`config.mk`:
```
export PLATFORM = sky130hd
export DESIGN_NAME = lsp_prev_update_flat
export DESIGN_NICKNAME = d
export VERILOG_FILES = /design/src/rtl/lsp_prev_update_if.sv /design/src/rtl/lsp_prev_update.sv /design/src/flat_wrapper.sv
export SDC_FILE = /design/constraint.sdc
export NUM_CORES = 1
export LEC_CHECK = 0
export ABC_AREA = 1
export CAP_MARGIN = 40
export CORE_UTILIZATION = 31
export DETAILED_ROUTE_END_ITERATION = 8
export GPL_ROUTABILITY_DRIVEN = 0
export PLACE_DENSITY = 0.83
export SYNTH_ARGS = -nofsm -noshare
export SYNTH_HDL_FRONTEND = slang
export SYNTH_SLANG_ARGS = --single-unit
```
`constraint.sdc`:
```
create_clock -name clk -period 5.1 [get_ports clk]
set_clock_uncertainty 0.2 [all_clocks]
set_input_delay 1.53 -clock clk [delete_from_list [all_inputs] [get_ports clk]]
set_output_delay 1.53 -clock clk [all_outputs]
set_load 0.02 [all_outputs]
```
`src/rtl/lsp_prev_update_if.sv`:
```
// Shared data-memory port plus start/done handshake for the freq_prev history update engine.
// master: the update engine; slave: the memory/controller side.
interface lsp_prev_update_if;
  logic        start;
  logic        done;
  logic [10:0] lspele;
  logic [10:0] freq_prev;
  logic [10:0] readAddr;
  logic [31:0] readIn;
  logic [10:0] writeAddr;
  logic [31:0] writeOut;
  logic        writeEn;

  modport master (
    input  start, lspele, freq_prev, readIn,
    output done, readAddr, writeAddr, writeOut, writeEn
  );

  modport slave (
    output start, lspele, freq_prev, readIn,
    input  done, readAddr, writeAddr, writeOut, writeEn
  );
endinterface

```
`src/rtl/lsp_prev_update.sv`:
```
// MA-predictor history update: freq_prev[j][k] <= freq_prev[j][k-1] (k=3..1), freq_prev[j][0] <= lsp_ele[j]; done in cycle 81
// (42 with LSP_PREV_UPDATE_PIPE_EN, overlapped read/write); no backpressure, memory must accept every access.
module lsp_prev_update #(
  parameter int M     = 10,
  parameter int MA_NP = 4
) (
  input  logic               clk,
  input  logic               reset,
  lsp_prev_update_if.master  bus
);

  localparam logic [3:0] J_LAST = 4'(M - 1);
  localparam logic [1:0] K_TOP  = 2'(MA_NP - 1);

`ifdef LSP_PREV_UPDATE_PIPE_EN
  typedef enum logic [2:0] {IDLE, RD0, RUN, WL, FIN} state_t;
`else
  typedef enum logic [1:0] {IDLE, RD, WR, FIN} state_t;
`endif

  state_t      state_q, state_d;
  logic [3:0]  j_q, j_d;
  logic [1:0]  k_q, k_d;
  logic [3:0]  nj;
  logic [1:0]  nk;

  logic        done_c;
  logic [10:0] rd_addr_c;
  logic [10:0] wr_addr_c;
  logic [31:0] wr_dat_c;
  logic        wr_en_c;

  // Low base bits are replaced by the j/k index; readIn upper half is discarded.
  logic unused_bits;
  assign unused_bits = ^{bus.lspele[3:0], bus.freq_prev[5:0], bus.readIn[31:16]};

  // Source of element (j,k): the previous history slot, or the new LSP for k=0.
  function automatic logic [10:0] src_addr(input logic [6:0] le_hi, input logic [4:0] fp_hi,
                                           input logic [3:0] j, input logic [1:0] k);
    if (k == 2'd0) return {le_hi, j};
    else           return {fp_hi, j, k - 2'd1};
  endfunction

  function automatic logic [10:0] dst_addr(input logic [4:0] fp_hi,
                                           input logic [3:0] j, input logic [1:0] k);
    return {fp_hi, j, k};
  endfunction

  assign nk = (k_q == 2'd0) ? K_TOP : k_q - 2'd1;
  assign nj = (k_q == 2'd0) ? j_q + 4'd1 : j_q;

  always_ff @(posedge clk or negedge reset) begin
    if (!reset) begin
      state_q <= IDLE;
      j_q     <= 4'd0;
      k_q     <= K_TOP;
    end else begin
      state_q <= state_d;
      j_q     <= j_d;
      k_q     <= k_d;
    end
  end

  always_comb begin
    state_d   = state_q;
    j_d       = j_q;
    k_d       = k_q;
    done_c    = 1'b0;
    rd_addr_c = 11'd0;
    wr_addr_c = 11'd0;
    wr_dat_c  = 32'd0;
    wr_en_c   = 1'b0;
    case (state_q)
      IDLE: if (bus.start) begin
`ifdef LSP_PREV_UPDATE_PIPE_EN
        state_d = RD0;
`else
        state_d = RD;
`endif
      end
`ifdef LSP_PREV_UPDATE_PIPE_EN
      RD0: begin
        rd_addr_c = src_addr(bus.lspele[10:4], bus.freq_prev[10:6], j_q, k_q);
        state_d   = RUN;
      end
      // Write (j,k) while reading the next element; read(j,k-1) never aliases write(j,k).
      RUN: begin
        wr_addr_c = dst_addr(bus.freq_prev[10:6], j_q, k_q);
        wr_dat_c  = {16'h0000, bus.readIn[15:0]};
        wr_en_c   = 1'b1;
        rd_addr_c = src_addr(bus.lspele[10:4], bus.freq_prev[10:6], nj, nk);
        j_d       = nj;
        k_d       = nk;
        if (nj == J_LAST && nk == 2'd0) state_d = WL;
      end
      WL: begin
        wr_addr_c = dst_addr(bus.freq_prev[10:6], j_q, k_q);
        wr_dat_c  = {16'h0000, bus.readIn[15:0]};
        wr_en_c   = 1'b1;
        state_d   = FIN;
      end
`else
      RD: begin
        rd_addr_c = src_addr(bus.lspele[10:4], bus.freq_prev[10:6], j_q, k_q);
        state_d   = WR;
      end
      WR: begin
        wr_addr_c = dst_addr(bus.freq_prev[10:6], j_q, k_q);
        wr_dat_c  = {16'h0000, bus.readIn[15:0]};
        wr_en_c   = 1'b1;
        if (j_q == J_LAST && k_q == 2'd0) begin
          state_d = FIN;
        end else begin
          j_d     = nj;
          k_d     = nk;
          state_d = RD;
        end
      end
`endif
      FIN: begin
        done_c  = 1'b1;
        j_d     = 4'd0;
        k_d     = K_TOP;
        state_d = IDLE;
      end
      default: state_d = IDLE;
    endcase
  end

  assign bus.done      = done_c;
  assign bus.readAddr  = rd_addr_c;
  assign bus.writeAddr = wr_addr_c;
  assign bus.writeOut  = wr_dat_c;
  assign bus.writeEn   = wr_en_c;

endmodule

```
`src/flat_wrapper.sv`:
```
// flat-port wrapper written by rule: the top's interface ports become plain ports
module lsp_prev_update_flat 
#(
  parameter int M     = 10,
  parameter int MA_NP = 4
)
  (clk, reset, bus_start, bus_lspele, bus_freq_prev, bus_readIn, bus_done, bus_readAddr, bus_writeAddr, bus_writeOut, bus_writeEn);
  lsp_prev_update_if bus_i ();
  input  logic clk;
  input  logic reset;
  input wire logic [$bits(bus_i.start)-1:0] bus_start;
  input wire logic [$bits(bus_i.lspele)-1:0] bus_lspele;
  input wire logic [$bits(bus_i.freq_prev)-1:0] bus_freq_prev;
  input wire logic [$bits(bus_i.readIn)-1:0] bus_readIn;
  output wire logic [$bits(bus_i.done)-1:0] bus_done;
  output wire logic [$bits(bus_i.readAddr)-1:0] bus_readAddr;
  output wire logic [$bits(bus_i.writeAddr)-1:0] bus_writeAddr;
  output wire logic [$bits(bus_i.writeOut)-1:0] bus_writeOut;
  output wire logic [$bits(bus_i.writeEn)-1:0] bus_writeEn;
  assign bus_i.start = bus_start;
  assign bus_i.lspele = bus_lspele;
  assign bus_i.freq_prev = bus_freq_prev;
  assign bus_i.readIn = bus_readIn;
  assign bus_done = bus_i.done;
  assign bus_readAddr = bus_i.readAddr;
  assign bus_writeAddr = bus_i.writeAddr;
  assign bus_writeOut = bus_i.writeOut;
  assign bus_writeEn = bus_i.writeEn;
  lsp_prev_update #(.M(M), .MA_NP(MA_NP)) u_core (.clk(clk), .reset(reset), .bus(bus_i));
endmodule
```
==> reports/summary.txt, run 1 <==
crit-path max FO - 2
I/O pin total - 113
final hold slack - 327 ps
setup bufs post-CTS - 0
#FFs+latches synth - 8
vias per inst - 4.21
initial antenna violation count - 0
Final period util - 90.6%
final worst setup slack - 481 ps
pwr dens - 483 nW/um^2
WL final - 2.80 mm
WP data required - 3370 ps
clk_lat worst skew - 270 ps
Slew Viols, Final - 0
Distinct cells, synth - 26
Arr. time, crit path - 2890 ps
Setup TNS - 0 ps
cts hold-fix bufs - 0
Die W - 60.6 um
critical path class - in -> out
# rows - 20
Initial Utilization - 33.8%
CP Capture Type - output port
Max-cap violations - 0
CTS tree - yes
Synth area leader - nor2_1
layout cells sized above 1 - 13.7%
die area - 3670 um^2
Seq/Total Area, Yosys - 19.0%
Post-route DRC - 0
Diodes inserted - 0
LEAKAGE - 0.000845 uW
total power draw - 835 uW
area delta synth->final - 62.3%
Synth Warn # - 0
Pre-antenna DRT Iters - 4
vias in the first global route - 950
Final Setup Violations - 0
synthesized area - 1060 um^2
largest net degree at the start of global routing - 28
Final Hold Vio Count - 0
dominant synthesized flop cell - dfrtp_1
Tot GR Track Use - 14.3%
Synth area leaders - nor2_1, dfrtp_1, buf_4
number of flops mapped to enable cells by yosys - 0
Cells after Synth - 160
top cell type's share of synthesized area - 15.9%
status - completed
DRT iter0 DRCs - 34
maximum vdd ir drop - 0.000164 V
Fillers - 308
clock root buffer - clkbuf_4
CTS Buffer Depth - 2
worst hold-check path type - reg -> reg
Reg clk slew, reported paths - 60 ps
DRT antenna net count - 0
pre-CTS setup slack - 465 ps
# port buffers - 70
minimum clock period - 4620 ps
total grt overflow - 0
DR WL/cell - 10.3 um
via count - 1142
RSZ-0062 raised after global routing - no
nature of the critical path startpoint - primary input
core area - 3150 um^2
global-route wire length before repair - 3.88 mm
H-tree depth - 1
Nets - 289
hpwl dp - 2.34 mm
Post-synth ARST share - 100%
syn_area_per_cell - 6.65 um^2
Die Y - 60.6 um
Num Clock Sinks - 8
post-CTS resize count - 0
CTS Buf Count - 3
most instantiated cells after synthesis - nor2_1, inv_1, buf_4, nand2_1, a211oi_2
f_max - 217 MHz
most numerous cell in the Yosys netlist - nor2_1
flip-flops by register name, indices dropped and copies added, names as in the netlist:
register        cells
u_core.k_q          2
u_core.j_q          4
u_core.state_q      2
power by group:
part	switching, uW	internal [uW]	total [uW]	leakage, uW
sequential	49.4	96.0	145	0.0000976
clock	25.7	30.2	55.9	0.0000150
combinational	365	268	633	0.000732
critical path, stage by stage:
cell,delay (ps)
clkdlybuf4s50_1,450
inv_1,60
a211oi_2,220
clkdlybuf4s50_1,630
layout make-up:
class / instances / area (um^2) / share of cell area, %
multi-input cells: 111 / 611 / 35.3
clock buffers: 4 / 26.3 / 1.52
inverters: 34 / 133 / 7.68
repair buffers: 70 / 701 / 40.6
flip-flops and latches: 8 / 203 / 11.7
well taps: 44 / 55.1 / 3.19
cell usage in the layout (no fill, tap or decap), types with 2 or more instances in the layout:
cell              n
a211oi_2          8
dfrtp_1           6
clkbuf_4          3
inv_4             2
inv_1            28
conb_1           16
o21ai_0           2
inv_2             4
nand3_1           5
nor2_1           45
clkdlybuf4s50_1  70
nand2_2           2
dfstp_2           2
nand2_4           3
nand3_2           2
nand2_1          16
ha_1              4
worst paths after layout:
check / slack (ps) / end / start / cells after the start
worst max-delay path: 480 / bus_readAddr[9] / bus_freq_prev[9] / 4
worst min-delay path: 330 / u_core.k_q[0] / u_core.k_q[0] / 2
worst max register to register: 3280 / u_core.j_q[1] / u_core.k_q[0] / 7
worst min register to register: 330 / u_core.k_q[0] / u_core.k_q[0] / 2
max in group asynchronous: 3030 / u_core.k_q[0] / reset / 1
min in group asynchronous: 1350 / u_core.j_q[0] / reset / 1
stage by stage:
step	util [%]	cell area (um^2)	instances
after floorplan	-	1120	175
after global placement	54.0	1700	267
after detailed placement	54.0	1700	267
after CTS	54.8	1730	271
after global routing	54.8	1730	271
final	54.8	1730	271
kinds of logic after synthesis:
family,after synthesis,share of synthesized area (%)
AOI/OAI and AO/OA,15,13.6
other,1,0.352
buffers and inverters,56,28.9
DFF,8,19.0
adders and majority gates,4,4.70
and+or+nand+nor,76,33.4
routing by layer:
| layer | routed length (um) | up-vias | track usage (%) | share of wire, % |
|---|---|---|---|---|
| met5 | 0 | - | 0 | 0 |
| met4 | 65 | 0 | 8.12 | 2.3 |
| met3 | 335 | 8 | 4.05 | 12 |
| met2 | 1390 | 59 | 27.3 | 49 |
| met1 | 1020 | 495 | 13.6 | 36 |
| li1 | - | 580 | - | - |
Power figures use the tool's default switching activity.
==> inputs of run 2 (changes only) <==
--- a/config.mk
+++ b/config.mk
@@ -11,6 +11,7 @@
 export DETAILED_ROUTE_END_ITERATION = 8
 export GPL_ROUTABILITY_DRIVEN = 0
 export PLACE_DENSITY = 0.83
+export REMOVE_ABC_BUFFERS = 1
 export SYNTH_ARGS = -nofsm -noshare
 export SYNTH_HDL_FRONTEND = slang
 export SYNTH_SLANG_ARGS = --single-unit
==> run 2 against run 1 <==
  * Worst hold slack worse by 14 ps
  * Power is 0.54% lower
  * Final cell count stayed put
  * First-iteration DRC count is 29% lower
  * Highest routed layer is now met3
  * Sequential share of layout area stayed put
==> reports/summary.txt, run 2 (synthesized netlist as in run 1, its figures left out) <==
HP Start - u_core.k_q[0]
WL final - 2.72 mm (-2.8%)
Hold Path Sink - u_core.k_q[0]
area delta synth->final - 62.3% (unchanged)
RSZ-0062 raised after global routing - no
maximum vdd ir drop - 0.000228 V (+39%)
critical path class - in -> out
Pre-antenna DRT Iters - 4 (unchanged)
Sw Pwr - 435 uW (-1.2%)
CTS Buf Count - 3 (unchanged)
Clock power frac - 5.9% (-0.8 points)
global-route wire length before repair - 3.86 mm (-0.51%)
worst hold stages - 2 (unchanged)
Final Setup Violations - 0 (unchanged)
pre-CTS setup slack - 487 ps (+21.4 ps)
CTS Buffer Depth - 2 (unchanged)
# port buffers - 70 (unchanged)
Arr. time, crit path - 2870 ps (-20 ps)
# rows - 20 (unchanged)
Slew Viols, Final - 0 (unchanged)
Nets - 289 (unchanged)
CP Cell Sequence - clkdlybuf4s50_1 > inv_1 > a211oi_2 > clkdlybuf4s50_1
max FFs per register - 4 (unchanged)
clock root buffer - clkbuf_4
H-tree depth - 1 (unchanged)
layout cells sized above 1 - 13.7% (unchanged)
Post-route DRC - 0 (unchanged)
CP max stage delay - 630 ps (about the same)
CTS tree - yes
Most flops, register - u_core.j_q
crit-path max FO - 2 (unchanged)
largest net degree at the start of global routing - 28 (unchanged)
status - completed
worst hold-check path type - reg -> reg
Final Hold Vio Count - 0 (unchanged)
minimum clock period - 4600 ps (-16.2 ps)
most common cell after layout, fill and taps aside - clkdlybuf4s50_1
Comb power frac - 76.7% (+0.8 points)
Tot GR Track Use - 13.9% (-0.39 points)
LEAKAGE - 0.000845 uW (unchanged)
R2R Path Start - u_core.k_q[0]
slowest cell on the critical path - clkdlybuf4s50_1
pwr dens - 480 nW/um^2 (-0.54%)
via count - 1099 (-3.8%)
nature of the critical path startpoint - primary input
setup bufs post-CTS - 0 (unchanged)
initial antenna violation count - 0 (unchanged)
DR WL/cell - 10.1 um (-2.8%)
total power draw - 830 uW (-0.54%)
Fillers - 295 (-4.2%)
sequential share of power - 17.3% (about the same)
final worst setup slack - 497 ps (+16.2 ps)
cell family with most CP delay - buffers and inverters
final hold slack - 313 ps (-13.8 ps)
Reg clk slew, reported paths - 50 ps (about the same)
WP data required - 3370 ps (about the same)
f_max - 217 MHz (+0.35%)
clk_lat worst skew - 250 ps (-20 ps)
most frequent cells in the layout - clkdlybuf4s50_1, nor2_1, inv_1
CP dominant cell by count - clkdlybuf4s50_1
DRT antenna net count - 0 (unchanged)
Setup TNS - 0 ps (unchanged)
Die Y - 60.6 um (unchanged)
Diodes inserted - 0 (unchanged)
cts hold-fix bufs - 0 (unchanged)
Die W - 60.6 um (unchanged)
hpwl dp - 2.29 mm (-1.9%)
post-CTS resize count - 0 (unchanged)
vias in the first global route - 856 (-9.9%)
Initial Utilization - 33.8% (unchanged)
Max-cap violations - 0 (unchanged)
die area - 3670 um^2 (unchanged)
DRT iter0 DRCs - 24 (-29%)
CP Buf/Inv Count - 3 (unchanged)
worst r2r path cells - 7 (unchanged)
vias per inst - 4.06 (-3.8%)
Internal - 395 uW (+0.19%)
Num Clock Sinks - 8 (unchanged)
FF-to-FF End - u_core.j_q[3]
core area - 3150 um^2 (unchanged)
total grt overflow - 0 (unchanged)
Sw Share - 52.4% (-0.35 points)
I/O pin total - 113 (unchanged)
Final period util - 90.2% (-0.32 points)
Reg2Reg Setup Slack - 3270 ps (about the same)
CP Capture Type - output port
Top Registers - u_core.j_q (4), u_core.k_q (2), u_core.state_q (2)
-- run 2: cell counts in the layout (fill, tap and decap cells not counted) --
No cell type changed its count.
-- run 2: worst max path at each step --
stage,from,slack (ps),to,cells after the start
global placement,bus_freq_prev[8],500,bus_readAddr[8],4
finish,bus_freq_prev[9],500,bus_readAddr[9],4
detailed placement,bus_freq_prev[8],490,bus_readAddr[8],4
floorplan,bus_lspele[4],1290,bus_readAddr[4],2
CTS,bus_freq_prev[8],490,bus_readAddr[8],4
global route,bus_freq_prev[8],440,bus_readAddr[8],4
-- run 2: power groups by stage --
stage / registers [uW] / clock network [uW] / logic [uW]
floorplan: 134 / 0 / 389
global placement: 143 / 0 / 630
detailed placement: 144 / 0 / 641
CTS: 143 / 51.9 / 644
global route: 149 / 58.3 / 698
finish: 144 / 49.1 / 637
-- run 2: area by class of cell --
type	count	area [um^2]	share of cell area (%)
Inverter	34	133	7.68
Sequential cell	8	203	11.7
Clock buffer	4	26.3	1.52
Timing Repair Buffer	70	701	40.6
Tap cell	44	55.1	3.19
Multi-Input combinational cell	111	611	35.3
-- run 2: worst reg2reg max path: cells and delay by family (launching register included) --
kind	cells	cell delay (ps)
flip-flops	1	550
AND/OR/NAND/NOR	4	380
buffers and inverters	2	300
adder cells (fa/ha/maj)	1	340
-- run 2: routing by layer --
layer,GRT usage (%),vias up,wire length (um)
met5,0,-,0
li1,-,582,-
met4,3.90,0,0
met3,3.20,0,279
met2,25.7,48,1360
met1,15.9,469,1080
-- run 2: through the flow --
| step | cell area [um^2] | utilization, % | instances |
|---|---|---|---|
| 3_5_place_dp | 1700 | 54.0 | 267 |
| 2_1_floorplan | 946 | - | 153 |
| 5_1_grt | 1730 | 54.8 | 271 |
| 6_report | 1730 | 54.8 | 271 |
| 4_1_cts | 1730 | 54.8 | 271 |
| 3_3_place_gp | 1700 | 54.0 | 267 |
==> inputs of run 3 (changes only) <==
--- a/config.mk
+++ b/config.mk
@@ -6,11 +6,12 @@
 export NUM_CORES = 1
 export LEC_CHECK = 0
 export ABC_AREA = 1
-export CAP_MARGIN = 40
-export CORE_UTILIZATION = 31
+export CAP_MARGIN = 10
+export CORE_UTILIZATION = 32
+export CTS_BUF_LIST = sky130_fd_sc_hd__clkbuf_8
 export DETAILED_ROUTE_END_ITERATION = 8
 export GPL_ROUTABILITY_DRIVEN = 0
-export PLACE_DENSITY = 0.83
+export PLACE_DENSITY = 0.85
 export REMOVE_ABC_BUFFERS = 1
 export SYNTH_ARGS = -nofsm -noshare
 export SYNTH_HDL_FRONTEND = slang
==> run 3 against run 2 <==
  * Sequential power about the same
  * Combinational power is essentially flat
  * Non-clock buffer count stayed put
  * Power rose by 3.0%
  * Flip-flop and latch count stayed put
  * Critical path depth unchanged
  * Final cell count is the same
  * Routed wire length is 0.73% lower
  * Global-route usage rose by 1.4 points
  * Count of clock-buffer cells in the layout fell by 1
  * Core utilization rose by 1.5 points
  * Critical path type unchanged
==> reports/summary.txt, run 3 (synthesized netlist as in run 1, its figures left out) <==
status - completed
# port buffers - 70 (unchanged)
H-tree depth - 1 (unchanged)
Fillers - 298 (+1.0%)
global-route wire length before repair - 4.17 mm (+8.0%)
Setup TNS - 0 ps (unchanged)
CTS Buf Count - 3 (unchanged)
CP Capture Type - output port
Initial Utilization - 34.3% (+0.54 points)
final hold slack - 307 ps (-5.68 ps)
f_max - 216 MHz (-0.51%)
most common cell after layout, fill and taps aside - clkdlybuf4s50_1
via count - 1126 (+2.5%)
Top Registers - u_core.j_q (4), u_core.k_q (2), u_core.state_q (2)
cts hold-fix bufs - 0 (unchanged)
setup bufs post-CTS - 0 (unchanged)
CTS Buffer Depth - 2 (unchanged)
worst r2r path cells - 7 (unchanged)
Num Clock Sinks - 8 (unchanged)
pwr dens - 490 nW/um^2 (+1.9%)
minimum clock period - 4630 ps (+23.6 ps)
Pre-antenna DRT Iters - 4 (unchanged)
LEAKAGE - 0.000857 uW (+1.4%)
area delta synth->final - 64.0%
most frequent cells in the layout - clkdlybuf4s50_1, nor2_1, inv_1
FF+latch area - 203 um^2 (unchanged)
hpwl dp - 2.24 mm (-2.3%)
Post-route DRC - 0 (unchanged)
Arr. time, crit path - 2900 ps (+30 ps)
Final Hold Vio Count - 0 (unchanged)
core area - 3100 um^2 (-1.6%)
DRT iter0 DRCs - 32 (+33%)
Tot GR Track Use - 15.3% (+1.4 points)
die area - 3560 um^2 (-3.0%)
clock root buffer - clkbuf_8
Reg clk slew, reported paths - 40 ps (about the same)
worst hold stages - 2 (unchanged)
CTS tree - yes
layout cells sized above 1 - 13.7% (unchanged)
clk_lat worst skew - 220 ps (-30 ps)
Die W - 59.7 um (-1.5%)
initial antenna violation count - 0 (unchanged)
Nets - 289 (unchanged)
DR WL/cell - 9.98 um (-0.73%)
WL final - 2.70 mm (-0.73%)
Most flops, register - u_core.j_q
vias in the first global route - 959 (+12%)
Slew Viols, Final - 0 (unchanged)
I/O pin total - 113 (unchanged)
crit-path max FO - 2 (unchanged)
pre-CTS setup slack - 466 ps (-21.1 ps)
footprint of the multi-input gates - 611 um^2 (unchanged)
largest net degree at the start of global routing - 28 (unchanged)
Final period util - 90.7% (+0.46 points)
final non-filler cell total - 271 (unchanged)
Final Setup Violations - 0 (unchanged)
RSZ-0062 raised after global routing - no
vias per inst - 4.15 (+2.5%)
worst hold-check path type - reg -> reg
Diodes inserted - 0 (unchanged)
placed cell count - 267 (unchanged)
DRT antenna net count - 0 (unchanged)
maximum vdd ir drop - 0.000241 V (+5.7%)
Max-cap violations - 0 (unchanged)
nature of the critical path startpoint - primary input
final worst setup slack - 474 ps (-23.7 ps)
critical path class - in -> out
post-CTS resize count - 0 (unchanged)
max FFs per register - 4 (unchanged)
Die Y - 59.7 um (-1.5%)
total grt overflow - 0 (unchanged)
# rows - 20 (unchanged)
total power draw - 855 uW (+3.0%)
WP data required - 3370 ps (about the same)
run 3: final cells by class:
type,count,area share (%)
Inverter,34,7.59
Sequential cell,8,11.6
Tap cell,44,3.15
Multi-Input combinational cell,111,35.0
Timing Repair Buffer,70,40.1
Clock inverter,1,0.215
Clock buffer,3,2.36
run 3: critical path: stages:
cell and delay (ps):
clkdlybuf4s50_1 450, inv_1 50, a211oi_2 230, clkdlybuf4s50_1 630
run 3: through the flow:
step	utilization (%)	cell area, um^2
5_1_grt	56.3	1750
4_1_cts	56.3	1750
6_report	56.3	1750
2_1_floorplan	-	946
3_3_place_gp	54.8	1700
3_5_place_dp	54.8	1700
run 3: final timing paths:
kind | from | to | slack (ps)
max | bus_freq_prev[10] | bus_readAddr[10] | 470
min | u_core.k_q[0] | u_core.k_q[0] | 310
max reg2reg | u_core.k_q[0] | u_core.j_q[0] | 3270
min reg2reg | u_core.k_q[0] | u_core.k_q[0] | 310
max in group asynchronous | reset | u_core.k_q[1] | 3040
min in group asynchronous | reset | u_core.state_q[0] | 1370
run 3: metal layers:
metal / global-route usage, % / vias to the layer above / share of wire, %
met4: 6.98 / 0 / 1.4
met5: 0 / - / 0
met1: 18.3 / 492 / 40
li1: - / 579 / -
met2: 26.3 / 51 / 49
met3: 2.81 / 4 / 9.7
run 3: power by group:
part           switching [uW]  internal [uW]
sequential               49.2           96.4
clock                    23.2           51.9
combinational             366            269
